<file path="src/rtl/stall_flush_ctrl_pkg.sv">
// -----------------------------------------------------------------------------
// stall_flush_ctrl_pkg
//   Shared defines for the pipeline stall/flush controller:
//     - per-stage stall vector encodings (bit0 PC ... bit5 WB, 1 = stop)
//     - exception codes and the common exception vector
//     - controller FSM state encoding
//     - helper that selects the redirect target for an exception code
// -----------------------------------------------------------------------------
package stall_flush_ctrl_pkg;

   localparam logic [31:0] ZERO_WORD     = 32'h0000_0000;

   // Stall vector: bit0 PC, bit1 IF, bit2 ID, bit3 EX, bit4 MEM, bit5 WB.
   localparam int unsigned STALL_W       = 6;
   localparam logic [5:0]  STALL_NONE    = 6'b000000;
   localparam logic [5:0]  STALL_FROM_IF  = 6'b000011;
   localparam logic [5:0]  STALL_FROM_ID  = 6'b000111;
   localparam logic [5:0]  STALL_FROM_EX  = 6'b001111;
   localparam logic [5:0]  STALL_FROM_MEM = 6'b011111;

   // Exception codes delivered by the MEM stage; zero means no exception.
   localparam logic [31:0] EXC_NONE      = 32'h0000_0000;
   localparam logic [31:0] EXC_ERET      = 32'h0000_000e;

   // Common handler entry point for every exception except eret.
   localparam logic [31:0] EXC_VECTOR    = 32'h0000_0020;

   // Refill counter width; REFILL_CYCLES must fit 1..15.
   localparam int unsigned REFILL_CNT_W  = 4;

   typedef enum logic {
      ST_RUN    = 1'b0,
      ST_REFILL = 1'b1
   } ctrl_state_e;

   // eret returns to the saved EPC; everything else enters the handler.
   function automatic logic [31:0] exc_target(input logic [31:0] excepttype,
                                              input logic [31:0] epc);
      logic [31:0] target;
      if (excepttype == EXC_ERET) begin
         target = epc;
      end else begin
         target = EXC_VECTOR;
      end
      return target;
   endfunction

endpackage

</file>
<file path="src/rtl/stall_flush_ctrl_stall_encoder.sv">
// -----------------------------------------------------------------------------
// stall_encoder
//   Purely combinational priority encoder turning the four stage stall
//   requests into a per-stage stall vector. A request from a later stage
//   also freezes every earlier stage; priority is mem > ex > id > if.
//
//   Ports:
//     stallreq_from_if_i   in   instruction-bus stall request
//     stallreq_from_id_i   in   decode-stage stall request
//     stallreq_from_ex_i   in   execute-stage stall request
//     stallreq_from_mem_i  in   data-bus stall request
//     stall_o[5:0]         out  stall vector (bit0 PC ... bit5 WB)
// -----------------------------------------------------------------------------
module stall_encoder
   import stall_flush_ctrl_pkg::*;
(
   input  logic       stallreq_from_if_i,
   input  logic       stallreq_from_id_i,
   input  logic       stallreq_from_ex_i,
   input  logic       stallreq_from_mem_i,
   output logic [5:0] stall_o
);

   always_comb begin
      stall_o = STALL_NONE;
      if (stallreq_from_mem_i) begin
         stall_o = STALL_FROM_MEM;
      end else if (stallreq_from_ex_i) begin
         stall_o = STALL_FROM_EX;
      end else if (stallreq_from_id_i) begin
         stall_o = STALL_FROM_ID;
      end else if (stallreq_from_if_i) begin
         stall_o = STALL_FROM_IF;
      end
   end

endmodule

</file>
<file path="src/rtl/stall_flush_ctrl.sv">
// -----------------------------------------------------------------------------
// stall_flush_ctrl
//   Pipeline stall/flush controller. In RUN, a nonzero exception code from the
//   MEM stage flushes the pipeline and redirects the PC in the same cycle,
//   overriding any stall request. The controller then sits in REFILL for
//   REFILL_CYCLES clock cycles during which exceptions are masked while the
//   pipeline refills. Outside a flush the stall vector comes from the priority
//   encoder.
//
//   Handshake note: there is no valid/ready pairing here. Every input is a
//   level sampled each cycle; stall/flush/new_pc are combinational responses
//   to the current inputs and state, and new_pc is meaningful only while
//   flush=1 (otherwise it reads as zero).
//
//   Parameter:
//     REFILL_CYCLES      post-flush exception-mask window in cycles (1..15)
//
//   Ports:
//     clk                in   clock, all state updates on rising edge
//     rst                in   synchronous active-high reset
//     stallreq_from_if   in   instruction-bus stall request
//     stallreq_from_id   in   decode-stage stall request
//     stallreq_from_ex   in   execute-stage stall request (mul/div)
//     stallreq_from_mem  in   data-bus stall request
//     excepttype_i[31:0] in   exception code from MEM stage, 0 = none
//     cp0_epc_i[31:0]    in   current CP0 EPC
//     stall[5:0]         out  per-stage stall vector (bit0 PC ... bit5 WB)
//     flush              out  pipeline-register flush
//     new_pc[31:0]       out  redirect target, valid while flush=1
//     refill_o           out  high while in REFILL; doubles as the FSM state
//                             observation point (one-bit state)
//
//   Optional build macro STALL_PERF_CNT_EN adds:
//     stall_cycles_o[31:0] out cycles with stall != 0 (wraps, cleared by rst)
//     flush_count_o[31:0]  out cycles with flush = 1  (wraps, cleared by rst)
// -----------------------------------------------------------------------------
module stall_flush_ctrl
   import stall_flush_ctrl_pkg::*;
#(
   parameter int unsigned REFILL_CYCLES = 2
)(
   input  logic        clk,
   input  logic        rst,
   input  logic        stallreq_from_if,
   input  logic        stallreq_from_id,
   input  logic        stallreq_from_ex,
   input  logic        stallreq_from_mem,
   input  logic [31:0] excepttype_i,
   input  logic [31:0] cp0_epc_i,
   output logic [5:0]  stall,
   output logic        flush,
   output logic [31:0] new_pc,
   output logic        refill_o
`ifdef STALL_PERF_CNT_EN
   ,
   output logic [31:0] stall_cycles_o,
   output logic [31:0] flush_count_o
`endif
);

   // Counter is loaded with N-1 so that REFILL lasts exactly N cycles:
   // the state leaves REFILL on the cycle the counter is already zero.
   localparam logic [REFILL_CNT_W-1:0] REFILL_LOAD =
      REFILL_CNT_W'(REFILL_CYCLES - 1);

   ctrl_state_e              state_q, state_d;
   logic [REFILL_CNT_W-1:0]  cnt_q, cnt_d;
   logic [5:0]               enc_stall;

   stall_encoder u_stall_encoder (
      .stallreq_from_if_i  (stallreq_from_if),
      .stallreq_from_id_i  (stallreq_from_id),
      .stallreq_from_ex_i  (stallreq_from_ex),
      .stallreq_from_mem_i (stallreq_from_mem),
      .stall_o             (enc_stall)
   );

   // Next-state and output logic.
   always_comb begin
      state_d = state_q;
      cnt_d   = cnt_q;
      stall   = enc_stall;
      flush   = 1'b0;
      new_pc  = ZERO_WORD;

      unique case (state_q)
         ST_RUN: begin
            if (excepttype_i != EXC_NONE) begin
               // Exception beats every stall request: the flushed pipeline
               // registers must not be held.
               flush   = 1'b1;
               stall   = STALL_NONE;
               new_pc  = exc_target(excepttype_i, cp0_epc_i);
               state_d = ST_REFILL;
               cnt_d   = REFILL_LOAD;
            end
         end
         ST_REFILL: begin
            // Exceptions are masked here; the window counts raw clock
            // cycles, so it keeps running even while the pipe is stalled.
            if (cnt_q == '0) begin
               state_d = ST_RUN;
            end else begin
               cnt_d = cnt_q - 1'b1;
            end
         end
         default: begin
            state_d = ST_RUN;
            cnt_d   = '0;
         end
      endcase

      // Reset quiets the pipeline control outputs immediately.
      if (rst) begin
         stall  = STALL_NONE;
         flush  = 1'b0;
         new_pc = ZERO_WORD;
      end
   end

   always_ff @(posedge clk) begin
      if (rst) begin
         state_q <= ST_RUN;
         cnt_q   <= '0;
      end else begin
         state_q <= state_d;
         cnt_q   <= cnt_d;
      end
   end

   assign refill_o = (state_q == ST_REFILL);

`ifdef STALL_PERF_CNT_EN
   logic [31:0] stall_cycles_q, stall_cycles_d;
   logic [31:0] flush_count_q, flush_count_d;

   // Counted from the final (reset-gated) outputs; wrap naturally at 2^32.
   always_comb begin
      stall_cycles_d = stall_cycles_q;
      flush_count_d  = flush_count_q;
      if (stall != STALL_NONE) begin
         stall_cycles_d = stall_cycles_q + 32'd1;
      end
      if (flush) begin
         flush_count_d = flush_count_q + 32'd1;
      end
   end

   always_ff @(posedge clk) begin
      if (rst) begin
         stall_cycles_q <= '0;
         flush_count_q  <= '0;
      end else begin
         stall_cycles_q <= stall_cycles_d;
         flush_count_q  <= flush_count_d;
      end
   end

   assign stall_cycles_o = stall_cycles_q;
   assign flush_count_o  = flush_count_q;
`endif

endmodule

</file>
<file path="config.mk">
export PLATFORM = sky130hd
export DESIGN_NAME = stall_flush_ctrl
export DESIGN_NICKNAME = d
export VERILOG_FILES = /design/src/rtl/stall_flush_ctrl_pkg.sv /design/src/rtl/stall_flush_ctrl_stall_encoder.sv /design/src/rtl/stall_flush_ctrl.sv
export SDC_FILE = /design/constraint.sdc
export NUM_CORES = 1
export LEC_CHECK = 0
export CELL_PAD_IN_SITES_DETAIL_PLACEMENT = 1
export CELL_PAD_IN_SITES_GLOBAL_PLACEMENT = 2
export CORE_ASPECT_RATIO = 0.6
export CORE_UTILIZATION = 10
export DETAILED_ROUTE_END_ITERATION = 10
export HOLD_SLACK_MARGIN = 0.02
export PLACE_DENSITY_LB_ADDON = 0.1
export SYNTH_ARGS = -nofsm -noshare
export SYNTH_HDL_FRONTEND = slang
export SYNTH_SLANG_ARGS = --single-unit
</file>
<file path="constraint.sdc">
create_clock -name clk -period 6.7 [get_ports clk]
set_input_delay 1.675 -clock clk [delete_from_list [all_inputs] [get_ports clk]]
set_output_delay 1.675 -clock clk [all_outputs]
set_load 0.02 [all_outputs]
</file>
# [After elaboration in Yosys (flattened, before gate mapping)]
# Cells that the tools add are included.
[totals] ff_bits=5 latch_bits=0 ramBits=0 rom_bits=0 inputBits=70 out_inout_bits=40 word_cells=29 mem_count=0
[op_classes] add_sub_neg=1 n_mul=0 n_div=0 magnitude_cmp=0 n_eq_ne=3 n_shift=0 muxes=19 n_bitwise=1 n_reduce_logical=3
[ops] op="$mux 32" n=4
[ops] op="$mux 6" n=6
[ops] op="$eq 32x4->1 const B" n=1
[ops] op="$reduce_bool 32->1" n=1
[ops] op="$mux 4" n=2
[ops] op="$pmux 4 s2" n=1
[ops] op="$logic_not 4->1" n=1
[ops] op="$mux 1" n=4
[ops] op="$ne 2x2->1 const B" n=2
[ops] op="$sub 4x1->4 const B" n=1
[ops] op="$mux 2" n=1
[ops] op="$pmux 1 s2" n=1
[ops] op="$reduce_and 2->1" n=1
[ops] op="$not 1->1" n=1

# [Depth between registers and ports, before layout]
[logic_depth] ltp_word=7 depth_mapped=6 mapped_depth_nobuf=6

# [Modules after synthesis]
# Synthesis repeated with hierarchy kept, for this count alone.
[hier_totals] cells_unflattened=99 area_unflattened_um2=782.0
[by_module_without_submodules] module="stall_flush_ctrl" n_inst=1 cells_each=92 area_each_um2=735.7 seq_area_each_um2=100.1
[by_module_without_submodules] module="stall_encoder" n_inst=1 cells_each=7 area_each_um2=46.3 seq_area_each_um2=0.0

# [Worst setup path after synthesis]
# Ideal clock, no wire load.
[synth_timing] kind="input -> output" from="input excepttype_i[0]" to="output stall[1]" arrival_time_ns=2.984 required_time_ns=5.025 slack_ns=2.041 cell_stages=5 path_buffers=1 cell_sequence="nor4_1 -> nand4_1 -> nor3_2 -> o21a_1 -> buf_4"
[synth_between] elab_chain_cells=4
[synth_lines] element="start, declared" line="stall_flush_ctrl.sv:48" rtl="input logic [31:0] excepttype_i,"
[synth_lines] element="$reduce_bool 32->1" line="stall_flush_ctrl.sv:88" rtl="if (excepttype_i != EXC_NONE) begin"
[synth_lines] element="$mux 6" line="stall_flush_ctrl.sv:88"
[synth_lines] element="$mux 6" line="stall_flush_ctrl.sv:86" rtl="unique case (state_q)"
[synth_lines] element="$mux 6" line="stall_flush_ctrl.sv:114" rtl="if (rst) begin"
[synth_lines] element="end, declared" line="stall_flush_ctrl.sv:50" rtl="output logic [5:0] stall,"
# No other way between the ends.

# [Final worst setup path]
[layout_timing] from="input excepttype_i[13]" to="output new_pc[15]"
[layout_between] elab_chain_cells=5 word_cells_on_any_way=6 classes_between="1 x eq/ne; 4 x mux; 1 x reduce/logical"
[layout_lines] element="$eq 32x4->1" line="stall_flush_ctrl_pkg.sv:40" rtl="if (excepttype == EXC_ERET) begin"
[layout_lines] element="$mux 32" line="stall_flush_ctrl_pkg.sv:40"
[layout_lines] element="$mux 32 *" line="stall_flush_ctrl.sv:88"
[layout_lines] element="$mux 32 *" line="stall_flush_ctrl.sv:86"
[layout_lines] element="$mux 32 *" line="stall_flush_ctrl.sv:114"
[layout_lines] element="end, declared" line="stall_flush_ctrl.sv:52" rtl="output logic [31:0] new_pc,"
# Every way passes the cells marked *; elsewhere a longest branch is shown, timed or not.

==> results.py <==
metrics = {
    "detailed_routing": {
        "first_iter_violations": 25,
        "drt_wl_total_mm": 3.97,
        "vias": 1106,
        "firstDrtPassIters": 4,
        "ant_nets": 0,
        "drc": 0,
        "routed_via_density": 3.81,
        "wl_per_cell_um": 13.7,
    },
    "grt": {
        "grt_max_degree": 32,
        "grt_pass1_vias": 1118,
        "grt_pass1_wl_mm": 5.73,
        "overflow": 0,
        "grt_use_total_pct": 10.5,
        "grt_antenna_before_repair": 0,
    },
    "yosys": {
        "yosysSeqAreaShare_pct": 14.3,
        "ys_ff_latch": 5,
        "synthFlopType": "dfxtp_1",
        "yosysWarnings": 0,
        "async_flop_share_pct": 0,
        "syn_inst": 96,
        "syn_area_per_cell_um2": 7.27,
        "synth_nets": 167,
        "synth_edf_count": 0,
        "synth_cell_types": 33,
        "synth_area_um2": 698,
    },
    "setup_path": {
        "reg2reg_from": "cnt_q[0]",
        "r2r.worst_path.cells": 6,
        "r2r_end": "cnt_q[1]",
        "r2r_slack_ns": 4.97,
        "start_kind": "input pin",
        "crit_type": "in -> out",
        "end_kind": "primary output",
        "worst-path-max-fanout": 31,
        "crit_arrival_ns": 4.06,
        "startpoint": "excepttype_i[13]",
        "required_ns": 5.03,
    },
    "job": {
        "drv_cap": 0,
    },
    "sta": {
        "fmax_mhz": 174,
        "slew_violations": 0,
        "final.setup_skew_ns": 0.00165,
        "finalSetupTns_ns": 0,
        "worst_pin_slew_ns": 0.682,
        "timing.slew.headroom_pct": 54.2,
        "fin_crit_sh_pct": 85.6,
        "final_hold_viol_count": 0,
        "finalSetupViolCount": 0,
        "period_needed_ns": 5.73,
        "rsz0062_at_grt": "no",
    },
    "worst_hold_path": {
        "min_to": "cnt_q[3]",
        "min_from": "cnt_q[3]",
        "whs_path_depth": 1,
        "hp-class": "reg -> reg",
    },
    "die": {
        "start_util_pct": 10.4,
        "row_count": 23,
        "die_x_um": 110,
        "coreArea_um2": 6710,
        "ioPinCount": 110,
        "dieArea_um2": 7330,
        "dieHeight_um": 66.7,
    },
    "clock_network": {
        "worst_skew_pair.late_latency_ns": 0.23,
        "cts_setup_buffers": 0,
        "hold_buffers": 0,
        "clockBufferDepth": 2,
        "clk_pin_slew_ns": 0.03,
        "cts-root-buf": "clkbuf_16",
        "clock_sinks": 5,
        "cts_buffers": 3,
        "htree_levels": 1,
        "cts_tree": "done",
        "post_cts_resized": 0,
    },
    "pwr": {
        "leakagePower_nw": 0.724,
        "power.density_nw_per_um2": 111,
        "peakVddDrop_uv": 64.4,
    },
    "cells_and_area": {
        "fin_area_um2": 1920,
        "synthToLayoutAreaGrowth_pct": 175,
        "drive_above_1_share_pct": 4.93,
        "fin_nets": 275,
        "diodes": 0,
    },
    "placement": {
        "portBuffers": 108,
        "hpwlAfterDp_mm": 3.51,
        "place_area_um2": 1840,
        "place_congestion": 0.681,
    },
    "status": {
        "status": "completed",
    },
}
flip-flops by register name, indices dropped and copies added (netlist names):
name / flops
cnt_q: 4
refill_o: 1
Yosys cell counts, drive strengths merged, types with 2 or more instances:
library cell	instances	share of area [%]
and2	32	29
nor2	7	3.8
nor4	7	8.4
nor3	6	5.0
buf	5	7.0
dfxtp	5	14
inv	5	2.7
a21oi	3	2.1
a31o	2	2.5
mux2i	2	2.9
nand2	2	1.1
nand4	2	1.8
report_power, final:
part	switching [mW]	total [mW]	internal (mW)	leakage (nW)
Clock	0.0207	0.0996	0.0789	0.0382
Sequential	0.00369	0.0366	0.0329	0.0411
Combinational	0.0254	0.0766	0.0512	0.645
final cells by class:
| class | instances | area [µm²] |
|---|---|---|
| Sequential cell | 5 | 100 |
| Inverter | 5 | 18.8 |
| Timing Repair Buffer | 109 | 1090 |
| Fill cell | 803 | 4780 |
| Tap cell | 87 | 109 |
| Multi-Input combinational cell | 80 | 527 |
| Clock buffer | 4 | 78.8 |
layer usage:
layer	GRT usage [%]	vias up	share of wire, %
met4	2.00	0	0.66
met5	0	-	0
met2	20.3	47	54
met3	2.35	3	6.4
met1	11.8	509	39
li1	-	547	-
critical path, stage by stage:
cell             delay [ns]
clkdlybuf4s50_1        0.40
nor4_1                 0.31
nand4_1                0.27
nor4_4                 0.32
buf_4                  0.28
and2_1                 0.17
clkdlybuf4s50_1        0.62
worst max path at each step:
stage,endpoint
floorplan,stall[1]
global placement,stall[3]
detailed placement,new_pc[15]
CTS,new_pc[15]
global route,new_pc[14]
finish,new_pc[15]
cells by family after synthesis:
logic type / after synthesis / share of synthesized area (%)
and+or+nand+nor: 61 / 53.8
AOI/OAI and AO/OA: 14 / 15.2
buffers and inverters: 11 / 10.2
DFF: 5 / 14.3
muxes: 2 / 2.87
adders and majority gates: 1 / 1.79
other: 1 / 0.537
xor gates and xnor gates: 1 / 1.25
cells in the final DEF (no fill, tap or decap), types with 2 or more instances in the layout:
| master | instances |
|---|---|
| dfxtp_1 | 5 |
| clkdlybuf4s50_1 | 108 |
| nor2_1 | 7 |
| a21oi_1 | 3 |
| clkbuf_16 | 3 |
| nand4_1 | 2 |
| nor4_1 | 6 |
| mux2i_1 | 2 |
| nand2_1 | 2 |
| and2_1 | 32 |
| nor3_1 | 5 |
| inv_1 | 5 |
| a31o_2 | 2 |
through the flow:
step / power, mW / std cells / setup WS (ns) / hold slack [ns] / utilization (%)
2_1_floorplan: 0.0617 / 96 / 2.04 / 0.522 / -
5_1_grt: 0.222 / 290 / 0.806 / 0.607 / 28.7
4_1_cts: 0.215 / 290 / 0.902 / 0.573 / 28.7
3_5_place_dp: 0.114 / 286 / 0.908 / 0.565 / 27.5
3_3_place_gp: 0.114 / 286 / 0.909 / 0.564 / 27.5
6_report: 0.213 / 290 / 0.968 / 0.574 / 28.7
(Power assumes the default switching activity.)
